### src/rtl/pdm_record_ctrl.sv
// Record/playback sequencer between a PDM microphone front end, a sample RAM and a PDM output stage.
// Every output is a register, so it changes on the clock edge that samples the triggering input.
module pdm_record_ctrl #(
  parameter int unsigned ADDR_W = 17
) (
  input  logic              clk,
  input  logic              rst_n,
  input  logic              start_rec,
  input  logic              start_play,
  input  logic              stop,
  input  logic [6:0]        amplitude,
  input  logic              amplitude_valid,
  output logic              mic_en,
  output logic              ram_we,
  output logic [ADDR_W-1:0] ram_waddr,
  output logic [6:0]        ram_wdata,
  output logic              ram_rd,
  output logic [ADDR_W-1:0] ram_raddr,
  input  logic [6:0]        ram_rdata,
  output logic [6:0]        play_data,
  output logic              play_valid,
  input  logic              play_ready,
  output logic              busy,
  output logic [ADDR_W:0]   rec_len
);

  localparam logic [2:0] StIdle = 3'd0;
  localparam logic [2:0] StRec  = 3'd1;
  localparam logic [2:0] StRd   = 3'd2;
  localparam logic [2:0] StWait = 3'd3;
  localparam logic [2:0] StOut  = 3'd4;

  localparam logic [ADDR_W:0] MaxLen  = {1'b1, {ADDR_W{1'b0}}};
  localparam logic [ADDR_W:0] LastIdx = MaxLen - 1'b1;

  logic [2:0]        state_q, state_d;
  logic [ADDR_W:0]   wr_cnt_q, wr_cnt_d;
  logic [ADDR_W:0]   rd_cnt_q, rd_cnt_d;
  logic [ADDR_W:0]   rec_len_q, rec_len_d;
  logic              mic_en_q, mic_en_d;
  logic              ram_we_q, ram_we_d;
  logic [ADDR_W-1:0] ram_waddr_q, ram_waddr_d;
  logic [6:0]        ram_wdata_q, ram_wdata_d;
  logic              ram_rd_q, ram_rd_d;
  logic [ADDR_W-1:0] ram_raddr_q, ram_raddr_d;
  logic [6:0]        play_data_q, play_data_d;
  logic              play_valid_q, play_valid_d;
  logic              busy_q, busy_d;

  always_comb begin
    state_d      = state_q;
    wr_cnt_d     = wr_cnt_q;
    rd_cnt_d     = rd_cnt_q;
    rec_len_d    = rec_len_q;
    ram_we_d     = 1'b0;
    ram_waddr_d  = ram_waddr_q;
    ram_wdata_d  = ram_wdata_q;
    ram_raddr_d  = ram_raddr_q;
    play_data_d  = play_data_q;
    play_valid_d = 1'b0;

    unique case (state_q)
      StIdle: begin
        if (start_rec) begin
          state_d  = StRec;
          wr_cnt_d = '0;
        end else if (start_play && (rec_len_q != '0)) begin
          state_d  = StRd;
          rd_cnt_d = '0;
        end
      end
      StRec: begin
        if (amplitude_valid) begin
          ram_we_d    = 1'b1;
          ram_waddr_d = wr_cnt_q[ADDR_W-1:0];
          ram_wdata_d = amplitude;
          wr_cnt_d    = wr_cnt_q + 1'b1;
        end
        // A coincident write still lands, so wr_cnt_d already includes it.
        if (amplitude_valid && (wr_cnt_q == LastIdx)) begin
          rec_len_d = MaxLen;
          state_d   = StIdle;
        end else if (stop) begin
          rec_len_d = wr_cnt_d;
          state_d   = StIdle;
        end
      end
      StRd: begin
        state_d = stop ? StIdle : StWait;
      end
      StWait: begin
        if (stop) begin
          state_d = StIdle;
        end else begin
          play_data_d  = ram_rdata;
          play_valid_d = 1'b1;
          state_d      = StOut;
        end
      end
      StOut: begin
        if (play_ready) begin
          rd_cnt_d = rd_cnt_q + 1'b1;
          state_d  = (stop || (rd_cnt_d == rec_len_q)) ? StIdle : StRd;
        end else if (stop) begin
          state_d = StIdle;
        end else begin
          play_valid_d = 1'b1;
        end
      end
      default: state_d = StIdle;
    endcase

    // Strobes that simply mirror the next state are registered from it.
    mic_en_d = (state_d == StRec);
    ram_rd_d = (state_d == StRd);
    busy_d   = (state_d != StIdle);
    if (state_d == StRd) begin
      ram_raddr_d = rd_cnt_d[ADDR_W-1:0];
    end
  end

  always_ff @(posedge clk or negedge rst_n) begin
    if (!rst_n) begin
      state_q      <= StIdle;
      wr_cnt_q     <= '0;
      rd_cnt_q     <= '0;
      rec_len_q    <= '0;
      mic_en_q     <= 1'b0;
      ram_we_q     <= 1'b0;
      ram_waddr_q  <= '0;
      ram_wdata_q  <= '0;
      ram_rd_q     <= 1'b0;
      ram_raddr_q  <= '0;
      play_data_q  <= '0;
      play_valid_q <= 1'b0;
      busy_q       <= 1'b0;
    end else begin
      state_q      <= state_d;
      wr_cnt_q     <= wr_cnt_d;
      rd_cnt_q     <= rd_cnt_d;
      rec_len_q    <= rec_len_d;
      mic_en_q     <= mic_en_d;
      ram_we_q     <= ram_we_d;
      ram_waddr_q  <= ram_waddr_d;
      ram_wdata_q  <= ram_wdata_d;
      ram_rd_q     <= ram_rd_d;
      ram_raddr_q  <= ram_raddr_d;
      play_data_q  <= play_data_d;
      play_valid_q <= play_valid_d;
      busy_q       <= busy_d;
    end
  end

  assign mic_en     = mic_en_q;
  assign ram_we     = ram_we_q;
  assign ram_waddr  = ram_waddr_q;
  assign ram_wdata  = ram_wdata_q;
  assign ram_rd     = ram_rd_q;
  assign ram_raddr  = ram_raddr_q;
  assign play_data  = play_data_q;
  assign play_valid = play_valid_q;
  assign busy       = busy_q;
  assign rec_len    = rec_len_q;

endmodule

### config.mk
export PLATFORM = sky130hd
export DESIGN_NAME = pdm_record_ctrl
export DESIGN_NICKNAME = d
export VERILOG_FILES = /design/src/rtl/pdm_record_ctrl.sv
export SDC_FILE = /design/constraint.sdc
export NUM_CORES = 1
export LEC_CHECK = 0
export ABC_AREA = 0
export BUFFER_PORTS_ARGS = -buffer_cell sky130_fd_sc_hd__buf_2
export CAP_MARGIN = 20
export CORE_ASPECT_RATIO = 0.8
export CORE_MARGIN = 8
export CORE_UTILIZATION = 45
export CTS_CLUSTER_DIAMETER = 60
export DETAILED_ROUTE_END_ITERATION = 6
export HOLD_SLACK_MARGIN = 0.02
export PLACE_DENSITY = 0.66
export SYNTH_ARGS = -nofsm -noshare
export SYNTH_HDL_FRONTEND = slang
export SYNTH_SLANG_ARGS = --single-unit
### constraint.sdc
create_clock -name clk -period 7.2 [get_ports clk]
set_input_delay 0.72 -clock clk [delete_from_list [all_inputs] [get_ports clk]]
set_output_delay 0.72 -clock clk [all_outputs]
set_load 0.02 [all_outputs]
**After elaboration in Yosys (flattened, before gate mapping)**

Cells that the tools add are included.

- Logic and storage cells: 66
- Register bits after elaboration: 110
- Input port bits: 21
- Output and inout bits: 71

- Reduce and logical (&&, ||, !) cells: 14
- Mux-type cells: 23
- Bitwise logic cells: 1
- Equal/unequal tests: 12
- $add $sub $neg: 2

Operators with widths:

| cell | count |
|---|---|
| 18-bit two-way mux | 7 |
| 18-bit case mux with 2 select lines | 2 |
| 18-bit by 1-bit adder with 18-bit output, second input constant | 2 |
| 18-bit by 17-bit == test with 1-bit output, second input constant | 1 |
| 18-bit == test | 1 |
| 3-bit two-way mux | 6 |
| 18-bit nonzero test | 1 |
| 3-bit case mux with 5 select lines | 1 |
| 3-bit by 2-bit == test with 1-bit output, second input constant | 3 |
| 2-bit inequality test, second input constant | 4 |
| 2-bit AND reduction | 4 |
| 3-bit by 1-bit == test with 1-bit output, second input constant | 2 |
| 2-bit nonzero test | 3 |
| 1-bit two-way mux | 4 |
| 2-bit two-way mux | 2 |
| 4-bit AND reduction | 1 |
| 3-bit == test, second input constant | 1 |
| 3-bit logical NOT | 1 |
| 3-bit nonzero test | 1 |
| 1-bit logical AND | 2 |
| 1-bit case mux with 2 select lines | 1 |
| 1-bit logical OR | 1 |
| 1-bit inverter | 1 |

**Logic depth before layout (Yosys ltp)**

Gate-level depths: netlist (run 1).

- Word-level depth: 7
- Gate-level depth with buffers: 11
- Mapped depth without buffers: 8

**Worst setup path after synthesis (run 1)**

No wires, ideal clock.

- Kind: input to register
- Start point: in amplitude_valid
- End point: reg wr_cnt_q[17]
- Library setup time: 0.121 ns
- Data required time: 7.079 ns
- Arrival time: 2.518 ns
- Slack: 4.561 ns
- Cell stages on the path: 8
- Cell sequence: clkbuf_1 -> nand3_1 -> nor4_1 -> and3_1 -> and3_1 -> and3_1 -> o21bai_1 -> a22o_1

- Longest elaborated chain between the ends: 2

Ends and longest elaborated chain:

| what | line | RTL |
|---|---|---|
| start, declared | 12 | `input logic amplitude_valid,` |
| 18-bit two-way mux | 73 | `if (amplitude_valid) begin` |
| 18-bit case mux with 2 select lines | 62 | `unique case (state_q)` |
| end signal, assigned | 139 | `wr_cnt_q <= wr_cnt_d;` |
| end, declared | 37 | `logic [ADDR_W:0] wr_cnt_q, wr_cnt_d;` |

Every way passes these cells.
A chain may end at the register's enable or synchronous reset.

**Final worst setup path (run 1)**

- Start point: reg rd_cnt_q[2]
- End point: reg ram_raddr_q[10] (netlist: ram_raddr[10])

- Longest elaborated chain between the ends: 7
- Elaborated cells between the ends (all ways): 9
- Classes of those cells: add/sub (1); eq/ne (2); mux (5); reduce/logical (1)

Ends and longest elaborated chain:

| what | line | RTL |
|---|---|---|
| start, declared | 38 | `logic [ADDR_W:0] rd_cnt_q, rd_cnt_d;` |
| start signal, assigned | 140 | `rd_cnt_q <= rd_cnt_d;` |
| 18-bit by 1-bit adder with 18-bit output * | 102 | `rd_cnt_d = rd_cnt_q + 1'b1;` |
| 18-bit == test | 103 | `state_d = (stop \|\| (rd_cnt_d == rec_len_q)) ? StIdle : StRd;` |
| 1-bit logical OR | 103 |  |
| 2-bit two-way mux | 103 |  |
| 3-bit two-way mux | 101 | `if (play_ready) begin` |
| 3-bit case mux with 5 select lines | 62 |  |
| 3-bit by 2-bit == test with 1-bit output | 117 | `if (state_d == StRd) begin` |
| end signal, assigned | 147 | `ram_raddr_q <= ram_raddr_d;` |
| end, declared | 45 | `logic [ADDR_W-1:0] ram_raddr_q, ram_raddr_d;` |

Every way passes the cells marked *; elsewhere a longest branch is shown, timed or not. The select of a mux whose other input is x is not followed.

==> metrics, run 1 <==
status=finished clean; total track usage=0.1820; CTS resizes=0; actual slew at the worst max-slew pin=969.7 ps; number of synthesized register bits=110; net switching power=708.2 µW; vias in the first global route=4452; initial antenna violation count=1; Max Clock Skew=12.39 ps; post-synth net total=591; Final Power=1.918 mW; cell area after synthesis=0.005763 mm²; Tmin final=3398 ps; number of H-tree levels=3; Horiz. Die Dim=142.5 µm; Clk pin slew, worst setup/hold paths=80 ps; Setup-failing EPs final=0; P&R area growth vs syn=14.29%; Cell Chain, Critical Path=nand3_2 -> nor4_2 -> a21oi_1 -> nor4b_4 -> o2111ai_4 -> a21oi_2 -> o221a_1; CTS root buffer=clkbuf_16; Clock Power Share=0.256; Switching Fraction=0.3692; first-pass GRT wire length=23.89 mm; top-count cell post-synth=dfrtp_1; EDFF count, synth=0; Worst EP required=7490 ps; reg2reg setup slack=3800 ps; max-cap violations=0; 1st-iter DRT viols=318; cell taking the most area after synthesis=dfrtp_1; Synth top cells by count=110 x dfrtp_1, 61 x o21ai_0, 52 x nand2_1; fin. max-slew vios=0; Final ANT Viol Nets=0; Starting Density=0.4543; top-area cell type share of the netlist area=0.4776; final net count=662; total wire length=14.56 mm; CTS max path bufs=2; Std-Cell Rows=37; CP bufs+invs=0; reg2reg start=rd_cnt_q[2]; DRC viols=0; Critical Path Source Type=flip-flop; top_reg_cell synth=dfrtp_1; sequential fraction of the synthesis area=0.4776; Clock Sinks=110; async set-reset flop share out of synthesis=1.000; WL/cell=17.77 µm; crit end category=flip-flop; Top Ports=92; Die Y=117.2 µm; fill count=1191; Min-Delay Path Class=in2async; synth unique cells=74; RSZ-0062 raised after global routing=no; period utilization=0.4719; post-synthesis cell count=568; Synth Warn #=0; Die Area=0.01671 mm²; CP peak stage delay=800 ps; DP HPWL=10.63 mm; Mean Syn Cell Area=10.15 µm²; worst vdd ir=0.2040 mV; layout cells sized above 1=0.2609; CP max stage cell=nor4_2; crit-path leading delay family=simple AND/OR/NAND/NOR gates; Crit Path Max Fanout=12; antenna diode count=0; GRT overflow=0; Max Fclk=0.2943 GHz; total CTS buffers=9; setup TNS=0 ps; crit path launch=rd_cnt_q[2]; Internal=1.210 mW; Vias=4573; gp weighted congestion=0.8551; via/cell ratio=5.584; Hold Slack=385.6 ps; Final Hold Fails=0; Port Buf Inserts=91; TritonCTS clock tree=built; Cell Area, Placed=0.006256 mm²; relative max-transition margin=0.3476; Hold-fix buffers, CTS=0; Core ar.=0.01268 mm²; largest cells by area after synthesis=dfrtp_1 48%, mux2_2 6.4%, o21ai_0 5.3%; Worst-Skew Late Latency=360 ps; Logic pwr share=0.330; CP arrival=3690 ps; power per cell area=291.3 mW/mm²; Leak=3.165 nW; Sequential Power Share=0.414; Setup Crit Path Kind=reg2reg; cell area after layout=0.006586 mm²; setup bufs post-CTS=0; First-pass DRT Iterations=5; largest net degree at the start of global routing=61
[sequential cells by signal, indices dropped and copies added (netlist names)]
name / cells
rd_cnt_q: 18
rec_len: 18
state_q: 3
play_valid: 1
ram_wdata: 7
play_data: 7
ram_we: 1
wr_cnt_q: 18
mic_en: 1
ram_raddr: 17
ram_waddr: 17
ram_rd: 1
busy: 1
[through the flow]
stage / setup slack (ps) / util / instances
finish: 3802 / 0.5192 / 819
global route: 3508 / 0.5192 / 819
CTS: 3828 / 0.5156 / 816
detailed placement: 3888 / 0.4932 / 800
global placement: 4013 / 0.4923 / 799
floorplan: 4561 / - / 568
[worst register-to-register path: stages (launching register included)]
cell and delay (ps):
dfrtp_1 550, nand3_2 240, nor4_2 800, a21oi_1 250, nor4b_4 370, o2111ai_4 260, a21oi_2 560, o221a_1 300
[path summary, 6_finish.rpt]
path / end / depth (start not counted)
max in group asynchronous: ram_raddr[5] / 2
hold / removal: ram_wdata[1] / 1
hold reg to reg: ram_wdata[6] / 1
min in group clk: ram_wdata[6] / 1
setup / recovery: ram_raddr[10] / 7
setup reg to reg: ram_raddr[10] / 7
[logic make-up (layout without fill, tap and decap cells)]
group                    count (synthesis)  count (layout)  share of synthesized area
adder cells (fa/ha/maj)                  2               2                   0.004341
XOR/XNOR                                36              36                    0.05471
AO/OA/AOI/OAI                          152             152                     0.1763
AND/OR/NAND/NOR                        184             184                     0.1726
multiplexers                            37              37                    0.07143
buffers and inverters                   47             123                    0.04299
flip-flops                             110             110                     0.4776
[cell usage in the layout (no fill, tap or decap), types with 3 or more instances in the layout]
master,count
dfrtp_1,110
a211oi_1,4
nand2_1,52
mux2i_1,4
or3_1,3
o221a_1,10
and2_1,5
o22ai_1,5
nand2b_1,3
nor2_1,30
o21ai_0,61
or4_1,4
and3_1,7
nand3_1,20
xnor2_1,19
o31ai_1,8
buf_4,4
a21o_1,17
nor3_1,17
nor4_1,6
buf_2,90
or2_2,3
a22o_1,4
nand4_1,8
inv_1,10
a21oi_1,19
o21ai_1,4
xor2_1,17
mux2_2,33
clkbuf_16,9
[power groups by stage]
stage	sequential (mW)	combinational, mW	clock, mW
global placement	0.801	0.606	0
detailed placement	0.805	0.620	0
finish	0.794	0.634	0.491
CTS	0.794	0.622	0.502
global route	0.809	0.700	0.525
floorplan	0.888	0.347	0
[per-layer routing]
metal	up-vias	global-route usage	part of all wire
met1	2243	0.2540	0.48
li1	2197	-	-
met3	21	0.05472	0.067
met2	110	0.2633	0.43
met4	2	0.06285	0.016
met5	-	0	0.00076
[area by class of cell]
type | count | area, µm² | share of cell area
Clock buffer | 11 | 242.7 | 0.03685
Clock inverter | 5 | 41.29 | 0.006269
Inverter | 10 | 37.54 | 0.005699
Multi-Input combinational cell | 411 | 2763 | 0.4195
Sequential cell | 110 | 2753 | 0.4179
Tap cell | 175 | 219.0 | 0.03324
Timing Repair Buffer | 97 | 530.5 | 0.08055
Power figures use the tool's default switching activity.
==> inputs of run 2 (changes only) <==
- PLACE_DENSITY: 0.66 -> 0.68
- clock period: 7.2 -> 2.72 ns (I/O delays scaled with it)
==> run 2 against run 1 <==
Compared with the run above:
- via count grew 4.3%
- worst setup slack lost 3700 ps
- hold slack lost 240 ps
- clock skew shrank 6.2 ps
- maximum frequency grew 28%
- highest routed layer is now met4
- utilization grew 2.6 points
- sequential cell count is the same
- sequential share of layout area shrank 1.9 points
==> metrics, run 2 (synthesis results as in run 1) <==
Die Area=0.01671 mm² (unchanged); Crit Path Max Fanout=12 (unchanged); Starting Density=0.4543 (unchanged); setup TNS=0 ps (unchanged); CP max stage cell=or4_4; fin. max-slew vios=0 (unchanged); worst hold stages=2; Horiz. Die Dim=142.5 µm (unchanged); busiest layer in global routing=met2; Hold Slack=140.7 ps (-244.9 ps); CTS max path bufs=2 (unchanged); Final ANT Viol Nets=0 (unchanged); crit end category=flip-flop; met1 GRT Util=0.2552 (+0.001134); Final Util=0.5455 (+0.02624); total wire length=15.18 mm (+4.3%); Final Power=5.233 mW (+170%); Worst-Skew Late Latency=350 ps (about the same); actual slew at the worst max-slew pin=670.4 ps (-299.4 ps); antenna diode count=0 (unchanged); largest net degree at the start of global routing=46 (-25%); r2r endpoint=ram_raddr[3]; Tmin final=2645 ps (-752.9 ps); P&R area growth vs syn=20.06%; Final Hold Fails=0 (unchanged); r2r worst-path depth=8 (+1); most common cell after layout, fill and taps aside=dfrtp_1; DRC viols=0 (unchanged); DP HPWL=11.23 mm (+5.6%); Final WS setup=75.12 ps (-3727 ps); GR Util met3=0.04216 (-0.01257); Top Ports=92 (unchanged); Critical Path Source Type=flip-flop; min-delay src=ram_rdata[5]; Port Buf Inserts=91 (unchanged); Min-Delay Path Class=in2reg; most frequent cells in the layout=106 x dfrtp_1, 90 x buf_2, 61 x o21ai_0; Cell Chain, Critical Path=buf_4 -> and2_1 -> a21boi_1 -> or4_4 -> a211oi_4 -> o2111ai_4 -> or2_4 -> o221a_2; number of H-tree levels=3 (unchanged); Cell Area, Placed=0.006530 mm² (+4.4%); relative max-transition margin=0.5531 (+0.2055); total CTS buffers=9 (unchanged); Worst EP required=2970 ps (-4520 ps); Core ar.=0.01268 mm² (unchanged); Clock Sinks=110 (unchanged); WL/cell=17.83 µm (+0.34%); reg2reg setup slack=80 ps (-3730 ps); Setup Crit Path Kind=reg2reg; worst vdd ir=0.5004 mV (+150%); First-pass DRT Iterations=5 (unchanged); Setup-failing EPs final=0 (unchanged); status=finished clean; CP arrival=2890 ps (-800 ps); initial antenna violation count=0 (-1); gp weighted congestion=0.8613 (+0.73%); vias in the first global route=4677 (+5.1%); Std-Cell Rows=37 (unchanged); first-pass GRT wire length=24.52 mm (+2.6%); CTS root buffer=clkbuf_16; power per cell area=756.3 mW/mm² (+160%); dpl cells=832 (+4.0%); Clk pin slew, worst setup/hold paths=80 ps (about the same); Max Clock Skew=6.216 ps (-6.174 ps); RSZ-0062 raised after global routing=no; max-cap violations=0 (unchanged); final cell count without fillers=851 (+3.9%); Die Y=117.2 µm (unchanged); via/cell ratio=5.605 (+0.39%); hold worst-path end=play_data[5]; TritonCTS clock tree=built; CP peak stage delay=540 ps (-260 ps); GRT overflow=0 (unchanged); period utilization=0.9724 (+0.5005); total track usage=0.1856 (+0.003587); cell area after layout=0.006919 mm² (+5.1%); Vias=4770 (+4.3%); Max Fclk=0.3781 GHz (+28%); routing usage on met2=0.2899 (+0.02658); layout cells sized above 1=0.3107 (+0.04978); Leak=3.351 nW (+5.9%); 1st-iter DRT viols=286 (-10%); dpl ws=-47.04 ps (-3935 ps); final net count=694 (+4.8%); reg2reg start=rd_cnt_q[0]
[run 2: changes by cell type in the layout (fill, tap and decap cells not counted), moves of 2 or more]
cell     change
dfrtp_2      +4
dfrtp_1      -4
nor3_2       +2
buf_4       +30
nor3_1       -2
buf_12       +3
inv_6        +2
[run 2: final cells by class]
cell class	instances	area (µm²)
fillers	1143	5766
multi-input cells	411	2803
flip-flops and latches	110	2758
repair buffers	129	787.0
clock buffers	9	225.2
well taps	175	219.0
clock inverters	7	90.09
inverters	10	37.54
[run 2: metal layers]
layer / vias to the layer above / part of all wire / wire (µm)
li1: 2258 / - / -
met1: 2381 / 0.48 / 7327
met2: 115 / 0.46 / 6969
met3: 16 / 0.047 / 711
met4: 0 / 0.011 / 167
met5: - / 0 / 0
[run 2: what timing repair did]
action,4_1_cts,5_1_grt
endpoints found under the setup margin,15,18
pin swaps,1,2
gates resized for setup,2,11
hold endpoints to repair,42,0
hold buffers,1,0
setup buffers,0,2
[run 2: worst max path at each step]
| stage | end | slack (ps) | cells after the start | startpoint |
|---|---|---|---|---|
| after floorplan | ram_raddr[10] | 100 | 10 | rd_cnt_q[1] |
| after global placement | ram_raddr[2] | 60 | 9 | rd_cnt_q[1] |
| after detailed placement | ram_raddr[2] | -50 | 9 | rd_cnt_q[1] |
| after CTS | ram_raddr[3] | 20 | 9 | rd_cnt_q[3] |
| after global routing | ram_raddr[4] | 2 | 8 | rd_cnt_q[0] |
| final | ram_raddr[3] | 80 | 8 | rd_cnt_q[0] |
[run 2: where the power goes]
part / internal, mW / switching (mW)
logic: 0.688 / 1.06
registers: 1.89 / 0.198
clock network: 0.737 / 0.665
total: 3.31 / 1.92
[run 2: critical path: cells and delay by family, from the launching register on]
family          cells  cell delay [ps]
simple gates        3             1080
buf+inv             1              170
compound gates      4              870
flops               1              420
